$ cat config.mk
export PLATFORM = sky130hd
export DESIGN_NAME = des_key_schedule
export DESIGN_NICKNAME = d
export VERILOG_FILES = /design/src/rtl/des_pkg.sv /design/src/rtl/des_pc2.sv /design/src/rtl/des_key_schedule.sv
export SDC_FILE = /design/constraint.sdc
export NUM_CORES = 1
export LEC_CHECK = 0
export CORE_ASPECT_RATIO = 1.4
export CORE_MARGIN = 1.5
export CORE_UTILIZATION = 55
export CTS_BUF_LIST = sky130_fd_sc_hd__clkbuf_8
export CTS_CLUSTER_SIZE = 8
export DETAILED_ROUTE_END_ITERATION = 12
export GPL_TIMING_DRIVEN = 1
export PLACE_DENSITY = 0.88
export SYNTH_ARGS = -nofsm -noshare
export SYNTH_HDL_FRONTEND = slang
export SYNTH_HIERARCHICAL = 1
export SYNTH_SLANG_ARGS = --single-unit
$ cat constraint.sdc
create_clock -name clk -period 4.03 [get_ports clk]
set_input_delay 0.806 -clock clk [delete_from_list [all_inputs] [get_ports clk]]
set_output_delay 0.806 -clock clk [all_outputs]
set_load 0.01 [all_outputs]
$ cat src/rtl/des_pkg.sv
// Shared DES package: permutation tables, shift schedule, width constants,
// key-schedule state encoding and small bit-manipulation helpers.
package des_pkg;

  localparam int DES_KEY_W    = 64;
  localparam int DES_CD_W     = 28;
  localparam int DES_SUBKEY_W = 48;

  typedef enum logic [0:0] {
    ST_IDLE = 1'b0,
    ST_EMIT = 1'b1
  } des_ks_state_e;

  // PC-1, 1-based DES bit numbering (bit 1 = MSB of the 64-bit key).
  localparam logic [6:0] PC1_TABLE [0:55] = '{
    7'd57, 7'd49, 7'd41, 7'd33, 7'd25, 7'd17, 7'd9,
    7'd1,  7'd58, 7'd50, 7'd42, 7'd34, 7'd26, 7'd18,
    7'd10, 7'd2,  7'd59, 7'd51, 7'd43, 7'd35, 7'd27,
    7'd19, 7'd11, 7'd3,  7'd60, 7'd52, 7'd44, 7'd36,
    7'd63, 7'd55, 7'd47, 7'd39, 7'd31, 7'd23, 7'd15,
    7'd7,  7'd62, 7'd54, 7'd46, 7'd38, 7'd30, 7'd22,
    7'd14, 7'd6,  7'd61, 7'd53, 7'd45, 7'd37, 7'd29,
    7'd21, 7'd13, 7'd5,  7'd28, 7'd20, 7'd12, 7'd4
  };

  // PC-2, 1-based numbering over the 56-bit C||D word.
  localparam logic [5:0] PC2_TABLE [0:47] = '{
    6'd14, 6'd17, 6'd11, 6'd24, 6'd1,  6'd5,
    6'd3,  6'd28, 6'd15, 6'd6,  6'd21, 6'd10,
    6'd23, 6'd19, 6'd12, 6'd4,  6'd26, 6'd8,
    6'd16, 6'd7,  6'd27, 6'd20, 6'd13, 6'd2,
    6'd41, 6'd52, 6'd31, 6'd37, 6'd47, 6'd55,
    6'd30, 6'd40, 6'd51, 6'd45, 6'd33, 6'd48,
    6'd44, 6'd49, 6'd39, 6'd56, 6'd34, 6'd53,
    6'd46, 6'd42, 6'd50, 6'd36, 6'd29, 6'd32
  };

  // Left-shift amounts S(1)..S(16), stored at index r-1.
  localparam logic [1:0] SHIFT_TABLE [0:15] = '{
    2'd1, 2'd1, 2'd2, 2'd2, 2'd2, 2'd2, 2'd2, 2'd2,
    2'd1, 2'd2, 2'd2, 2'd2, 2'd2, 2'd2, 2'd2, 2'd1
  };

  // Shift amount for round r (1..16).
  function automatic logic [1:0] shift_for_round(input logic [4:0] r);
    logic [3:0] idx;
    idx = 4'(r - 5'd1);
    return SHIFT_TABLE[idx];
  endfunction

  // PC-1: 64-bit key to 56-bit C0||D0; parity bits simply never get selected.
  function automatic logic [55:0] pc1_apply(input logic [63:0] k);
    logic [55:0] r;
    logic [5:0]  src;
    logic [5:0]  dst;
    r = 56'd0;
    for (int i = 0; i < 56; i++) begin
      dst    = 6'(55 - i);
      src    = 6'(7'd64 - PC1_TABLE[6'(i)]);
      r[dst] = k[src];
    end
    return r;
  endfunction

  // 28-bit rotate left by 1 or 2.
  function automatic logic [27:0] rotl28(input logic [27:0] x, input logic [1:0] amt);
    logic [27:0] r;
    case (amt)
      2'd1:    r = {x[26:0], x[27]};
      2'd2:    r = {x[25:0], x[27:26]};
      default: r = x;
    endcase
    return r;
  endfunction

  // 28-bit rotate right by 1 or 2.
  function automatic logic [27:0] rotr28(input logic [27:0] x, input logic [1:0] amt);
    logic [27:0] r;
    case (amt)
      2'd1:    r = {x[0], x[27:1]};
      2'd2:    r = {x[1:0], x[27:2]};
      default: r = x;
    endcase
    return r;
  endfunction

endpackage

$ cat src/rtl/des_pc2.sv
// PC-2 compression permutation: 56-bit C||D to 48-bit round subkey.
module des_pc2
  import des_pkg::*;
(
  input  logic [55:0] cd,
  output logic [47:0] subkey
);

  // Pure wiring permutation; output bit 1 (MSB) is selected by PC2_TABLE[0].
  always_comb begin : pc2_perm
    logic [5:0] src;
    logic [5:0] dst;
    subkey = 48'd0;
    src    = 6'd0;
    dst    = 6'd0;
    for (int j = 0; j < 48; j++) begin
      dst         = 6'(47 - j);
      src         = 6'(7'd56 - {1'b0, PC2_TABLE[6'(j)]});
      subkey[dst] = cd[src];
    end
  end

endmodule

$ cat src/rtl/des_key_schedule.sv
// Streaming DES key schedule: loads a key once, then emits the sixteen
// round subkeys one per handshake, forward for encrypt, reversed for decrypt.
module des_key_schedule
  import des_pkg::*;
(
  input  logic        clk,
  input  logic        rst,
  input  logic        key_valid,
  output logic        key_ready,
  input  logic [63:0] key,
  input  logic        decrypt,
  output logic        subkey_valid,
  input  logic        subkey_ready,
  output logic [47:0] subkey,
  output logic [3:0]  subkey_round,
  output logic        done
);

  des_ks_state_e state_r, state_nxt;
  logic [27:0]   c_r, c_nxt;
  logic [27:0]   d_r, d_nxt;
  logic [3:0]    n_r, n_nxt;
  logic [3:0]    round_r, round_nxt;
  logic          mode_r, mode_nxt;
  logic          done_r, done_nxt;
  logic          key_ready_r;
  logic          subkey_valid_r;

  logic [55:0]   cd0_s;
  logic          key_hs_s;
  logic          sub_hs_s;
  logic [1:0]    enc_shift_s;
  logic [1:0]    dec_shift_s;

  // PC-1 is only needed at load time, so it sits directly on the key input.
  assign cd0_s    = pc1_apply(key);
  assign key_hs_s = key_valid & key_ready_r;
  assign sub_hs_s = subkey_valid_r & subkey_ready;

  // Encrypt moves from round n+1 to n+2; decrypt undoes the shift of round 16-n.
  assign enc_shift_s = shift_for_round(5'({1'b0, n_r}) + 5'd2);
  assign dec_shift_s = shift_for_round(5'd16 - {1'b0, n_r});

  // Next-state, C/D rotation and round index bookkeeping.
  always_comb begin
    state_nxt = state_r;
    c_nxt     = c_r;
    d_nxt     = d_r;
    n_nxt     = n_r;
    round_nxt = round_r;
    mode_nxt  = mode_r;
    done_nxt  = 1'b0;
    case (state_r)
      ST_IDLE: begin
        if (key_hs_s) begin
          state_nxt = ST_EMIT;
          mode_nxt  = decrypt;
          n_nxt     = 4'd0;
          if (decrypt) begin
            // Total rotation over 16 rounds is 28, so C16/D16 equal C0/D0.
            c_nxt     = cd0_s[55:28];
            d_nxt     = cd0_s[27:0];
            round_nxt = 4'd15;
          end else begin
            c_nxt     = rotl28(cd0_s[55:28], 2'd1);
            d_nxt     = rotl28(cd0_s[27:0], 2'd1);
            round_nxt = 4'd0;
          end
        end else begin
          state_nxt = ST_IDLE;
        end
      end
      ST_EMIT: begin
        if (sub_hs_s) begin
          if (n_r == 4'd15) begin
            state_nxt = ST_IDLE;
            done_nxt  = 1'b1;
          end else begin
            n_nxt = n_r + 4'd1;
            if (mode_r) begin
              c_nxt     = rotr28(c_r, dec_shift_s);
              d_nxt     = rotr28(d_r, dec_shift_s);
              round_nxt = round_r - 4'd1;
            end else begin
              c_nxt     = rotl28(c_r, enc_shift_s);
              d_nxt     = rotl28(d_r, enc_shift_s);
              round_nxt = round_r + 4'd1;
            end
          end
        end else begin
          state_nxt = ST_EMIT;
        end
      end
      default: begin
        state_nxt = ST_IDLE;
      end
    endcase
  end

  // State and datapath registers; handshake flags are registered from next state.
  always_ff @(posedge clk) begin
    if (rst) begin
      state_r        <= ST_IDLE;
      c_r            <= 28'd0;
      d_r            <= 28'd0;
      n_r            <= 4'd0;
      round_r        <= 4'd0;
      mode_r         <= 1'b0;
      done_r         <= 1'b0;
      key_ready_r    <= 1'b0;
      subkey_valid_r <= 1'b0;
    end else begin
      state_r        <= state_nxt;
      c_r            <= c_nxt;
      d_r            <= d_nxt;
      n_r            <= n_nxt;
      round_r        <= round_nxt;
      mode_r         <= mode_nxt;
      done_r         <= done_nxt;
      key_ready_r    <= (state_nxt == ST_IDLE);
      subkey_valid_r <= (state_nxt == ST_EMIT);
    end
  end

  des_pc2 u_pc2 (
    .cd     ({c_r, d_r}),
    .subkey (subkey)
  );

  assign key_ready    = key_ready_r;
  assign subkey_valid = subkey_valid_r;
  assign subkey_round = round_r;
  assign done         = done_r;

endmodule

==> summary.md <==
| Metric | Value |
|---|---|
| Dpl cells | 751 |
| Total iterations of the first detailed-routing run | 5 |
| Hold Vio Cnt, Final | 0 |
| Via count | 4798 |
| Max_slew headroom | 0.161 |
| Worst R2R Setup Slack | 530 ps |
| Status | completed |
| Total global routing track utilization | 0.253 |
| Largest net degree at the start of global routing | 43 |
| Avg Inst Size Synth | 8.70 sq um |
| Final worst slack | 533 ps |
| Starting density of the core | 0.569 |
| Hold_sp | subkey_round[3] |
| CTS H-tree lvls | 3 |
| Clock Sinks | 68 |
| Fraction of layout cells with a size suffix above 1 | 0.157 |
| Initial detailed-routing violation count | 307 |
| Total CTS buffers | 9 |
| Critical path peak fanout | 32 |
| RR Startpoint | n_r[0] |
| WP data arrival | 3810 ps |
| Critical path startpoint | n_r[0] |
| Commonest non-fill, non-tap cell in the layout | mux2i_1 |
| PortBufs | 75 |
| First-pass GRT wire length | 21.5 mm |
| Drt total wl | 13.3 mm |
| Remaining routing DRC violations | 0 |
| Max cap viols | 0 |
| Syn Std Cell Area | 0.00541 sq mm |
| Hold-critical path depth | 2 |
| Highest clock rate | 286 MHz |
| Req. time, crit path | 4340 ps |
| Worst-Skew Late Latency | 370 ps |
| Min Tclk post-route | 3500 ps |
| Critical Path Start Type | flop |
| Finished Cell Area | 0.00611 sq mm |
| Final setup fails | 0 |
| Post-CTS sizing | 0 |
| WHS | 483 ps |
| RSZ-0062 raised after global routing | false |
| Postcts setup bufs | 0 |
| Min-Delay Path Class | flop to flop |
| Critical path type | flop to flop |
| Leakage | 2.03 nW |
| # IOs | 124 |
| Number of core rows | 42 |
| Number of register bits inferred by synthesis | 68 |
| Clock root buffer | clkbuf_8 |
| CTS tree | done |
| Period utilization | 0.868 |
| Reg2reg end | d_r[0] |
| Initial antenna violation count | 0 |
| Final core occ | 0.643 |
| Die Width | 86.8 um |
| Setup TNS | 0 ps |
| Yosys cell types | 45 |
| DP Area | 0.00584 sq mm |
| Gpl congestion | 0.852 |
| Power Total | 1.91 mW |
| Detailed placement HPWL | 8.61 mm |
| Vias in the first global route | 4683 |
| Top_reg_cell synth | dfxtp_1 |
| Clock Tree Buf Depth | 2 |
| Worst hold endpoint | subkey_round[3] |
| Final Skew | 8.76 ps |
| Avg Vias per Cell | 6.26 |
| Number of flops mapped to enable cells by yosys | 0 |
| CORE AREA | 0.00951 sq mm |
| Drt wl/cell | 17.4 um |
| Slew Limit Fails | 0 |
| Fin cells | 767 |
| NumNets Final | 710 |
| Max IR drop VDD | 0.173 mV |
| Grt ovf | 0 |
| Asr flop ratio synth | 0 |
| Clock transition at path regs | 80 ps |
| DRT antenna net count | 0 |
| Seq/Total Area, Yosys | 0.252 |
| # hold bufs at CTS | 0 |
| Reg2reg path depth | 11 |
| P&R area growth vs syn | 12.9% |
| Cells after Synth | 622 |
| Yosys warning total | 6 |
| Die footprint | 0.0105 sq mm |
| Post-place setup slack | 554 ps |
| Die Ht | 120 um |
| Commonest non-fill, non-tap cells in the layout | mux2i_1 (83), clkdlybuf4s50_1 (75), a21oi_1 (67), dfxtp_1 (67), mux2_2 (62) |
| Worst-margin pin slew | 1250 ps |
| CP Capture Type | flop |
| Ant. Diodes | 0 |
| Cell Pwr Density | 312 mW/mm^2 |
state kept, by name, summed over array words and instances, names as in the netlist:
name          count
key_ready         1
subkey_valid      1
d_r              28
c_r              28
mode_r            1
done              1
subkey_round      4
n_r               4
worst max-delay path: stages, from the launching register on:
cell and delay [ps]:
dfxtp_1 470, inv_1 120, ha_1 340, nor2b_1 70, a21oi_1 140, o22ai_1 110
a21oi_1 240, ha_2 300, mux2i_1 150, and2b_1 250, nor3_4 950, a22o_1 290
worst max-delay path by stage:
stage / depth (start not counted) / end / slack, ps
2_1_floorplan: 13 / c_r[0] / 1390
3_3_place_gp: 11 / d_r[0] / 720
3_5_place_dp: 11 / d_r[0] / 550
4_1_cts: 11 / d_r[0] / 560
5_1_grt: 11 / d_r[0] / 300
6_report: 11 / d_r[0] / 530
kinds of logic after synthesis:
family | count (synthesis) | share of synthesized area
adder cells (fa/ha/maj) | 11 | 0.0268
multiplexers | 145 | 0.282
other | 1 | 0.000693
AO/OA/AOI/OAI | 197 | 0.239
XOR/XNOR | 2 | 0.00324
AND/OR/NAND/NOR | 83 | 0.0677
flip-flops | 68 | 0.252
buffers and inverters | 115 | 0.128
cell type report:
cell class	instances	area [sq um]
Clock buffer	13	179
Clock inverter	3	90.1
Fill cell	742	3400
Inverter	8	30.0
Multi-Input combinational cell	454	3420
Sequential cell	68	1360
Tap cell	132	165
Timing Repair Buffer	89	868
where the power goes:
part           internal [mW]  switching [mW]
Sequential             0.706          0.0534
Combinational          0.201           0.198
Clock                  0.479           0.272
routing by layer:
layer  vias to the layer above  global-route usage  share of wire
met5                         -                   0              0
met1                      2338               0.283           0.40
met2                       169               0.451           0.52
li1                       2261                   -              -
met3                        30              0.0334          0.049
met4                         0               0.146          0.028
synth_stat cells, types with 2 or more instances:
library cell / number / area, sq um
a211oi_1: 2 / 15.0
a21o_1: 2 / 15.0
a21oi_1: 67 / 335
a22o_1: 32 / 280
a22oi_1: 2 / 15.0
buf_1: 4 / 15.0
buf_2: 24 / 120
buf_4: 52 / 390
buf_6: 5 / 56.3
clkbuf_1: 22 / 82.6
dfxtp_1: 68 / 1360
ha_1: 10 / 125
inv_1: 8 / 30.0
mux2_2: 62 / 698
mux2i_1: 83 / 831
nand2_1: 8 / 30.0
nand2b_1: 2 / 12.5
nand3_1: 4 / 20.0
nor2_1: 56 / 210
nor2b_1: 2 / 12.5
nor3_1: 4 / 20.0
o2111ai_1: 23 / 201
o21ai_0: 21 / 105
o21ai_1: 6 / 30.0
o22ai_1: 33 / 206
No activity file was read; power rests on OpenSTA's default activity.
